$ cat config.mk
export PLATFORM = sky130hd
export DESIGN_NAME = decode_stage_flat
export DESIGN_NICKNAME = d
export VERILOG_FILES = /design/src/rtl/decode_stage_pkg.sv /design/src/rtl/decode_stage_if.sv /design/src/rtl/decode_stage_fields.sv /design/src/rtl/decode_stage.sv /design/src/flat_wrapper.sv
export SDC_FILE = /design/constraint.sdc
export NUM_CORES = 1
export LEC_CHECK = 0
export ABC_AREA = 1
export CELL_PAD_IN_SITES_DETAIL_PLACEMENT = 0
export CELL_PAD_IN_SITES_GLOBAL_PLACEMENT = 2
export CORE_ASPECT_RATIO = 0.7
export CORE_MARGIN = 2
export CORE_UTILIZATION = 31
export DETAILED_ROUTE_END_ITERATION = 8
export PLACE_DENSITY = 0.89
export REMOVE_ABC_BUFFERS = 1
export SLEW_MARGIN = 20
export SYNTH_ARGS = -nofsm -noshare
export SYNTH_HDL_FRONTEND = slang
export SYNTH_SLANG_ARGS = --single-unit
$ cat constraint.sdc
create_clock -name clk -period 5.45 [get_ports clk]
set_input_delay 1.09 -clock clk [delete_from_list [all_inputs] [get_ports clk]]
set_output_delay 1.09 -clock clk [all_outputs]
set_load 0.05 [all_outputs]
$ cat src/rtl/decode_stage_pkg.sv
// ----------------------------------------------------------------------------
// simplecore_pkg
// Shared SimpleCore decode definitions: instruction class encoding, the
// "always" branch condition and the five-bit opcode patterns that mark the
// compare, MSR and MRS/exit instructions.
// No ports (package).
// ----------------------------------------------------------------------------
package simplecore_pkg;

    typedef enum logic [2:0] {
        INST_ALUI   = 3'd0,
        INST_ALUR   = 3'd1,
        INST_SHRO   = 3'd2,
        INST_LOAD   = 3'd3,
        INST_STORE  = 3'd4,
        INST_BRANCH = 3'd5,
        INST_MUL    = 3'd6
    } inst_id_e;

    localparam logic [1:0] COND_AL = 2'b11;

    // Patterns matched against inst[15:11]
    localparam logic [4:0] OP_CMP      = 5'b00101;
    localparam logic [4:0] OP_MSR      = 5'b00110;
    localparam logic [4:0] OP_MRS_EXIT = 5'b00111;

endpackage

$ cat src/rtl/decode_stage_if.sv
// ----------------------------------------------------------------------------
// decode_stage_if
// Fetch-side and execute-side signals of the decode stage, bundled together.
//   master : the surrounding pipeline (drives fetch inputs, flush, dReady)
//   slave  : the decode stage (drives fReady, dValid, status and fields)
// Parameters: DATA_W (immediate width), RIDX_W (register index width).
// ----------------------------------------------------------------------------
interface decode_stage_if #(
    parameter int DATA_W = 16,
    parameter int RIDX_W = 4
);
    logic              fValid;
    logic [15:0]       fInst;
    logic              fReady;
    logic              flush;
    logic              dValid;
    logic              dReady;
    logic              refill;
    logic              halted;
    logic [2:0]        instId;
    logic [1:0]        cond;
    logic [2:0]        opcode;
    logic [1:0]        shift;
    logic [RIDX_W-1:0] rs1Idx;
    logic [RIDX_W-1:0] rs2Idx;
    logic [RIDX_W-1:0] rdIdx;
    logic [DATA_W-1:0] imm;
    logic              immFlag;
    logic              cmpFlag;
    logic              branchFlag;
    logic              exitFlag;
    logic              srOEn;
    logic              srWbEn;

    modport master (
        output fValid, fInst, flush, dReady,
        input  fReady, dValid, refill, halted, instId, cond, opcode, shift,
               rs1Idx, rs2Idx, rdIdx, imm, immFlag, cmpFlag, branchFlag,
               exitFlag, srOEn, srWbEn
    );

    modport slave (
        input  fValid, fInst, flush, dReady,
        output fReady, dValid, refill, halted, instId, cond, opcode, shift,
               rs1Idx, rs2Idx, rdIdx, imm, immFlag, cmpFlag, branchFlag,
               exitFlag, srOEn, srWbEn
    );
endinterface

$ cat src/rtl/decode_stage_fields.sv
// ----------------------------------------------------------------------------
// decode_fields
// Purely combinational classifier and field extractor for one 16-bit
// SimpleCore instruction.
//   inst                      : raw instruction
//   inst_id, cond             : class and branch condition (COND_AL if not branch)
//   opcode, shift             : inst[13:11], inst[12:11]
//   rs1_idx, rs2_idx, rd_idx  : register indices, zero-extended to RIDX_W
//   imm                       : branch offset (sign-ext) or inst[6:0] (zero-ext)
//   *_flag, sr_oen, sr_wb_en  : decode flags
// ----------------------------------------------------------------------------
module decode_fields
    import simplecore_pkg::*;
#(
    parameter int DATA_W = 16,
    parameter int RIDX_W = 4
) (
    input  logic [15:0]       inst,
    output inst_id_e          inst_id,
    output logic [1:0]        cond,
    output logic [2:0]        opcode,
    output logic [1:0]        shift,
    output logic [RIDX_W-1:0] rs1_idx,
    output logic [RIDX_W-1:0] rs2_idx,
    output logic [RIDX_W-1:0] rd_idx,
    output logic [DATA_W-1:0] imm,
    output logic              imm_flag,
    output logic              cmp_flag,
    output logic              branch_flag,
    output logic              exit_flag,
    output logic              sr_oen,
    output logic              sr_wb_en
);
    logic       is_branch;
    logic [4:0] top5;

    always_comb begin
        inst_id = INST_BRANCH;
        casez (inst[15:12])
            4'b00??: inst_id = INST_ALUI;
            4'b01??: inst_id = INST_ALUR;
            4'b100?: inst_id = INST_SHRO;
            4'b1010: inst_id = INST_LOAD;
            4'b1011: inst_id = INST_STORE;
            4'b1111: inst_id = INST_MUL;
            default: inst_id = INST_BRANCH;
        endcase
    end

    assign top5      = inst[15:11];
    assign is_branch = (inst_id == INST_BRANCH);

    assign cond    = is_branch ? inst[13:12] : COND_AL;
    assign opcode  = inst[13:11];
    assign shift   = inst[12:11];
    assign rs1_idx = RIDX_W'(inst[3:0]);
    assign rs2_idx = RIDX_W'(inst[6:4]);
    assign rd_idx  = RIDX_W'(inst[10:7]);

    // Branch offsets are 12-bit two's complement; everything else uses a
    // small unsigned 7-bit immediate.
    assign imm = is_branch ? {{(DATA_W-12){inst[11]}}, inst[11:0]}
                           : DATA_W'(inst[6:0]);

    assign imm_flag    = (inst_id == INST_ALUI);
    assign branch_flag = is_branch;
    assign cmp_flag    = (top5 == OP_CMP);
    assign exit_flag   = (top5 == OP_MRS_EXIT);
    assign sr_oen      = (top5 == OP_MRS_EXIT);
    assign sr_wb_en    = (top5 == OP_MSR) || (top5 == OP_CMP);
endmodule

$ cat src/rtl/decode_stage.sv
// ----------------------------------------------------------------------------
// decode_stage
// Registered decode stage between fetch and execute. Decodes the fetched
// instruction combinationally, then holds decoded bundles in a main entry
// (which drives the outputs) and a skid entry. Handles flush/refill bubbles
// and latches a halt once an exit instruction is taken by execute.
//   clk   : clock, all state on rising edge
//   reset : asynchronous active-high reset
//   bus   : decode_stage_if.slave (fetch handshake, flush, execute handshake,
//           refill/halted status and decoded fields)
// Parameters: DATA_W, RIDX_W, REFILL_CYC (1..15).
// ----------------------------------------------------------------------------
module decode_stage
    import simplecore_pkg::*;
#(
    parameter int DATA_W     = 16,
    parameter int RIDX_W     = 4,
    parameter int REFILL_CYC = 2
) (
    input  logic          clk,
    input  logic          reset,
    decode_stage_if.slave bus
);
    localparam int              CNT_W       = 4;
    localparam logic [CNT_W-1:0] REFILL_LOAD = CNT_W'(REFILL_CYC);

    typedef struct packed {
        inst_id_e          inst_id;
        logic [1:0]        cond;
        logic [2:0]        opcode;
        logic [1:0]        shift;
        logic [RIDX_W-1:0] rs1_idx;
        logic [RIDX_W-1:0] rs2_idx;
        logic [RIDX_W-1:0] rd_idx;
        logic [DATA_W-1:0] imm;
        logic              imm_flag;
        logic              cmp_flag;
        logic              branch_flag;
        logic              exit_flag;
        logic              sr_oen;
        logic              sr_wb_en;
    } bundle_t;

    bundle_t          dec;
    bundle_t          main_q;
    bundle_t          skid_q;
    logic             main_valid;
    logic             skid_valid;
    logic [CNT_W-1:0] cnt;
    logic             halted;
    logic             f_ready_r;

    logic accept;
    logic refill_act;
    logic drain;
    logic halt_now;
    logic main_free;
    logic push;
    logic halted_nx;
    logic main_valid_nx;
    logic skid_valid_nx;
    logic main_from_skid;
    logic main_from_in;
    logic skid_from_in;

    decode_fields #(
        .DATA_W (DATA_W),
        .RIDX_W (RIDX_W)
    ) u_fields (
        .inst        (bus.fInst),
        .inst_id     (dec.inst_id),
        .cond        (dec.cond),
        .opcode      (dec.opcode),
        .shift       (dec.shift),
        .rs1_idx     (dec.rs1_idx),
        .rs2_idx     (dec.rs2_idx),
        .rd_idx      (dec.rd_idx),
        .imm         (dec.imm),
        .imm_flag    (dec.imm_flag),
        .cmp_flag    (dec.cmp_flag),
        .branch_flag (dec.branch_flag),
        .exit_flag   (dec.exit_flag),
        .sr_oen      (dec.sr_oen),
        .sr_wb_en    (dec.sr_wb_en)
    );

    assign accept     = bus.fValid & f_ready_r;
    assign refill_act = (cnt != '0);
    assign drain      = main_valid & bus.dReady;
    assign halt_now   = drain & main_q.exit_flag;
    assign main_free  = ~main_valid | drain;
    // Instructions taken during the refill window are swallowed here.
    assign push       = accept & ~refill_act;

    always_comb begin
        halted_nx      = halted | halt_now;
        main_valid_nx  = main_valid;
        skid_valid_nx  = skid_valid;
        main_from_skid = 1'b0;
        main_from_in   = 1'b0;
        skid_from_in   = 1'b0;
        if (bus.flush || halted_nx) begin
            main_valid_nx = 1'b0;
            skid_valid_nx = 1'b0;
        end else if (main_free) begin
            if (skid_valid) begin
                // fReady is low while skid is occupied, so no push can race this
                main_from_skid = 1'b1;
                main_valid_nx  = 1'b1;
                skid_valid_nx  = 1'b0;
            end else if (push) begin
                main_from_in  = 1'b1;
                main_valid_nx = 1'b1;
            end else begin
                main_valid_nx = 1'b0;
            end
        end else if (push) begin
            skid_from_in  = 1'b1;
            skid_valid_nx = 1'b1;
        end
    end

    always_ff @(posedge clk or posedge reset) begin
        if (reset) begin
            main_valid  <= 1'b0;
            skid_valid  <= 1'b0;
            main_q      <= '0;
            main_q.cond <= COND_AL;
            skid_q      <= '0;
            skid_q.cond <= COND_AL;
            cnt         <= REFILL_LOAD;
            halted      <= 1'b0;
            f_ready_r   <= 1'b0;
        end else begin
            main_valid <= main_valid_nx;
            skid_valid <= skid_valid_nx;
            if (main_from_skid) begin
                main_q <= skid_q;
            end else if (main_from_in) begin
                main_q <= dec;
            end
            if (skid_from_in) begin
                skid_q <= dec;
            end
            halted <= halted_nx;
            if (bus.flush) begin
                cnt <= REFILL_LOAD;
            end else if (refill_act) begin
                cnt <= cnt - CNT_W'(1);
            end
            // Computed from next state so fReady drops in the same cycle the
            // skid entry becomes occupied and can never admit an overflow.
            f_ready_r <= ~skid_valid_nx & ~halted_nx;
        end
    end

    assign bus.fReady     = f_ready_r;
    assign bus.dValid     = main_valid;
    assign bus.refill     = refill_act;
    assign bus.halted     = halted;
    assign bus.instId     = main_q.inst_id;
    assign bus.cond       = main_q.cond;
    assign bus.opcode     = main_q.opcode;
    assign bus.shift      = main_q.shift;
    assign bus.rs1Idx     = main_q.rs1_idx;
    assign bus.rs2Idx     = main_q.rs2_idx;
    assign bus.rdIdx      = main_q.rd_idx;
    assign bus.imm        = main_q.imm;
    assign bus.immFlag    = main_q.imm_flag;
    assign bus.cmpFlag    = main_q.cmp_flag;
    assign bus.branchFlag = main_q.branch_flag;
    assign bus.exitFlag   = main_q.exit_flag;
    assign bus.srOEn      = main_q.sr_oen;
    assign bus.srWbEn     = main_q.sr_wb_en;
endmodule

$ cat src/flat_wrapper.sv
// flat-port wrapper written by rule: the top's interface ports become plain ports
module decode_stage_flat import simplecore_pkg::*;
#(
    parameter int DATA_W     = 16,
    parameter int RIDX_W     = 4,
    parameter int REFILL_CYC = 2
)
  (clk, reset, bus_fValid, bus_fInst, bus_flush, bus_dReady, bus_fReady, bus_dValid, bus_refill, bus_halted, bus_instId, bus_cond, bus_opcode, bus_shift, bus_rs1Idx, bus_rs2Idx, bus_rdIdx, bus_imm, bus_immFlag, bus_cmpFlag, bus_branchFlag, bus_exitFlag, bus_srOEn, bus_srWbEn);
  decode_stage_if #(.DATA_W(DATA_W), .RIDX_W(RIDX_W)) bus_i ();
  input  logic clk;
  input  logic reset;
  input wire logic [$bits(bus_i.fValid)-1:0] bus_fValid;
  input wire logic [$bits(bus_i.fInst)-1:0] bus_fInst;
  input wire logic [$bits(bus_i.flush)-1:0] bus_flush;
  input wire logic [$bits(bus_i.dReady)-1:0] bus_dReady;
  output wire logic [$bits(bus_i.fReady)-1:0] bus_fReady;
  output wire logic [$bits(bus_i.dValid)-1:0] bus_dValid;
  output wire logic [$bits(bus_i.refill)-1:0] bus_refill;
  output wire logic [$bits(bus_i.halted)-1:0] bus_halted;
  output wire logic [$bits(bus_i.instId)-1:0] bus_instId;
  output wire logic [$bits(bus_i.cond)-1:0] bus_cond;
  output wire logic [$bits(bus_i.opcode)-1:0] bus_opcode;
  output wire logic [$bits(bus_i.shift)-1:0] bus_shift;
  output wire logic [$bits(bus_i.rs1Idx)-1:0] bus_rs1Idx;
  output wire logic [$bits(bus_i.rs2Idx)-1:0] bus_rs2Idx;
  output wire logic [$bits(bus_i.rdIdx)-1:0] bus_rdIdx;
  output wire logic [$bits(bus_i.imm)-1:0] bus_imm;
  output wire logic [$bits(bus_i.immFlag)-1:0] bus_immFlag;
  output wire logic [$bits(bus_i.cmpFlag)-1:0] bus_cmpFlag;
  output wire logic [$bits(bus_i.branchFlag)-1:0] bus_branchFlag;
  output wire logic [$bits(bus_i.exitFlag)-1:0] bus_exitFlag;
  output wire logic [$bits(bus_i.srOEn)-1:0] bus_srOEn;
  output wire logic [$bits(bus_i.srWbEn)-1:0] bus_srWbEn;
  assign bus_i.fValid = bus_fValid;
  assign bus_i.fInst = bus_fInst;
  assign bus_i.flush = bus_flush;
  assign bus_i.dReady = bus_dReady;
  assign bus_fReady = bus_i.fReady;
  assign bus_dValid = bus_i.dValid;
  assign bus_refill = bus_i.refill;
  assign bus_halted = bus_i.halted;
  assign bus_instId = bus_i.instId;
  assign bus_cond = bus_i.cond;
  assign bus_opcode = bus_i.opcode;
  assign bus_shift = bus_i.shift;
  assign bus_rs1Idx = bus_i.rs1Idx;
  assign bus_rs2Idx = bus_i.rs2Idx;
  assign bus_rdIdx = bus_i.rdIdx;
  assign bus_imm = bus_i.imm;
  assign bus_immFlag = bus_i.immFlag;
  assign bus_cmpFlag = bus_i.cmpFlag;
  assign bus_branchFlag = bus_i.branchFlag;
  assign bus_exitFlag = bus_i.exitFlag;
  assign bus_srOEn = bus_i.srOEn;
  assign bus_srWbEn = bus_i.srWbEn;
  decode_stage #(.DATA_W(DATA_W), .RIDX_W(RIDX_W), .REFILL_CYC(REFILL_CYC)) u_core (.clk(clk), .reset(reset), .bus(bus_i));
endmodule
==> flow_summary.yaml <==
synthesis:
  seq_area_frac_synth_pct: 51.0
  yosys_most_used_dff: "dfrtp_1"
  synth-simple-area-share_pct: 34.6
  synth_top_family_by_area: "simple AND/OR/NAND/NOR gates"
  async_flop_share_pct: 100
  synthCells: 436
  synth_mux_area_share_pct: 0
  synth.distinct_cells: 26
  synth_top_area_share_pct: 46.9
  synth_compound_area_share_pct: 2.81
  synth_area_leaders: "dfrtp_1 (47%), nand2_1 (30%), dfstp_2 (4.0%)"
  syn_area_sq_mm: 0.00325
  synth_warnings: 0
  synth_xor_area_share_pct: 0.269
  synth-edff-count: 0
  synth_seq_cells: 66
  yosys.area.top_type: "dfrtp_1"
  syn_area_per_cell_sq_um: 7.46
  synthAdderAreaFrac_pct: 0.385
sta:
  final-hold-violation-count: 0
  fmaxAchievable_ghz: 0.311
  rsz0062_at_grt: "no"
  max_slew.worst_pin.slew_ns: 0.850
  finalCritPeriodShare_pct: 59.0
  relSlewSlack_pct: 43.4
  drv_slew: 0
  setup_viol: 0
  fin_crit_ns: 3.22
  fin_setup_tns_ns: 0
  clock_skew_ns: 0.00420
detailed_routing:
  dr.pass1.iters: 5
  vias: 2672
  routedWlPerCell_um: 12.3
  ant_nets: 0
  drc: 0
  drt_first_iter_violations: 135
  wirelength_um: 7620
  via_per_inst: 4.31
worst_setup_path:
  rr_worst_depth: 8
  endpoint_kind: "primary output"
  path_cells: "inv_1 > ha_1 > nand2_1 > nor2_1 > inv_1 > clkdlybuf4s50_1"
  cpPeakStageDelay_ns: 0.79
  worstPathArrival_ns: 2.13
  crit_path_max_fanout: 3
  cp_common_cell: "inv_1"
  critPathKind: "reg -> out"
  cpMaxStageDelayCell: "clkdlybuf4s50_1"
  start_kind: "flip-flop"
  cp_data_required_time_ns: 4.36
power:
  p_int_uw: 889
  p_per_area_mw_per_mm2: 281
  swShare_pct: 23.7
  ir_drop_uv: 169
  power_frac_clock_pct: 46.7
  power.switching_uw: 276
  power_mw: 1.17
  pwr-share-seq_pct: 43.9
  p_comb_share_pct: 9.4
  p_leak_nw: 2.19
clock_tree:
  clock_path_buffers: 2
  clock-sinks: 66
  hold_buffers: 0
  clock_latency_ns: 0.33
  clock_tree.root_cell: "clkbuf_16"
  cts_setup_buffers: 0
  path_clk_slew_ns: 0.05
  cts_tree: "yes"
  cts_made_buffers: 9
  post_cts_resized: 0
  cts_max_level: 3
min_path:
  hold_depth: 2
  hold_class: "reg -> reg"
outcome:
  status: "complete, no violations"
layout:
  finalNonFillerCells: 620
  final_common_cell: "nand2_1"
  area_growth_pct: 27.5
  postLayoutCoreUtil_pct: 40.3
  layout_common_cells: "nand2_1 (255), clkdlybuf4s50_1 (67), dfrtp_1 (61)"
  fin_nets: 505
  diodes: 0
  drive_above_1_share_pct: 7.17
  num-fill-cells: 1069
global_routing:
  grt_max_degree: 67
  antenna_found_initial: 0
  grt_usage_pct: 15.2
  grt_pass1_wl_um: 13300
  grt_pass1_vias: 2715
  overflow: 0
die:
  initial_utilization_pct: 31.6
  dieArea_sq_mm: 0.0113
  rows: 31
  die_w_um: 126
  io_pins: 69
  die_y_um: 89.7
  core_region_area_sq_mm: 0.0103
place:
  numPortBuffers: 67
  dp.cells: 604
  gp_congestion: 0.730
  hpwl_um: 4760
run:
  drv_cap: 0
[stage by stage]
step | cell area, sq um | hold slack (ns) | worst slack, ns
3_5_place_dp | 3860 | 0.459 | 1.96
6_report | 4150 | 0.465 | 2.23
2_1_floorplan | 3000 | 0.449 | 2.57
3_3_place_gp | 3860 | 0.461 | 2.09
5_1_grt | 4150 | 0.493 | 2.09
4_1_cts | 4150 | 0.469 | 2.22
[flip-flops by register name, summed over array words and instances (netlist names)]
name,cells
u_core.skid_q,29
u_core.bus.imm,12
u_core.bus.rdIdx,4
u_core.cnt,4
u_core.bus.instId,3
u_core.bus.cond,2
u_core.bus.opcode,2
u_core.bus.branchFlag,1
u_core.bus.cmpFlag,1
u_core.bus.dValid,1
u_core.bus.exitFlag,1
u_core.bus.fReady,1
u_core.bus.halted,1
u_core.bus.immFlag,1
u_core.bus.shift,1
u_core.bus.srWbEn,1
u_core.skid_valid,1
[cell families (layout without fill, tap and decap cells)]
group | after synthesis | in the layout
XOR/XNOR | 1 | 1
AO/OA/AOI/OAI | 17 | 17
buffers and inverters | 61 | 113
other | 1 | 1
adder cells (fa/ha/maj) | 1 | 1
AND/OR/NAND/NOR | 289 | 289
flip-flops | 66 | 66
[final timing paths]
path                       slack [ns]                      startpoint                               to
setup / recovery                 2.23       u_core.cnt[1]$_DFFE_PP1P_                       bus_refill
hold / removal                   0.46  u_core.bus.cond[0]$_DFFE_PP1P_   u_core.bus.cond[0]$_DFFE_PP1P_
setup reg to reg                 3.04       u_core.cnt[0]$_DFFE_PP0P_   u_core.bus.imm[14]$_DFFE_PP0P_
hold reg to reg                  0.46  u_core.bus.cond[0]$_DFFE_PP1P_   u_core.bus.cond[0]$_DFFE_PP1P_
max in group asynchronous        3.56                           reset    u_core.bus.imm[3]$_DFFE_PP0P_
min in group asynchronous        1.34                           reset  u_core.bus.rdIdx[2]$_DFFE_PP0P_
[layer usage]
| metal | vias to the layer above | routed length (um) | track usage [%] | part of all wire [%] |
|---|---|---|---|---|
| met4 | 0 | 87 | 5.59 | 1.1 |
| li1 | 1388 | - | - | - |
| met2 | 54 | 3300 | 23.8 | 43 |
| met1 | 1225 | 3940 | 20.2 | 52 |
| met5 | - | 0 | 0 | 0 |
| met3 | 5 | 293 | 4.50 | 3.8 |
[critical path: cells and delay by family, from the launching register on]
kind                       cells  cell delay (ns)
and+or+nand+nor                2             0.15
DFF                            1             0.51
buffers and inverters          3             0.91
adders and majority gates      1             0.22
[area by class of cell]
type                            count  area (sq um)  share of cell area, %
Sequential cell                    66          1660                   40.0
Timing Repair Buffer               70           693                   16.7
Tap cell                          132           165                   3.98
Inverter                           27           101                   2.44
Clock inverter                      2          10.0                  0.241
Multi-Input combinational cell    309          1240                   30.0
Clock buffer                       14           274                   6.61
[power by group through the flow]
stage               clock (mW)  sequential, mW  combinational, mW
CTS                      0.564           0.511              0.111
finish                   0.544           0.512              0.110
global route             0.592           0.513              0.126
detailed placement           0           0.520              0.111
floorplan                    0           0.518             0.0708
global placement             0           0.519              0.111
[cell usage after synthesis, drive strengths merged (3+ instances only)]
cell type    n
nor2        23
buf         33
nand2      257
nand3        6
inv         27
o21ai       13
dfstp        5
a21oi        3
dfrtp       61
Power figures use the tool's default switching activity.
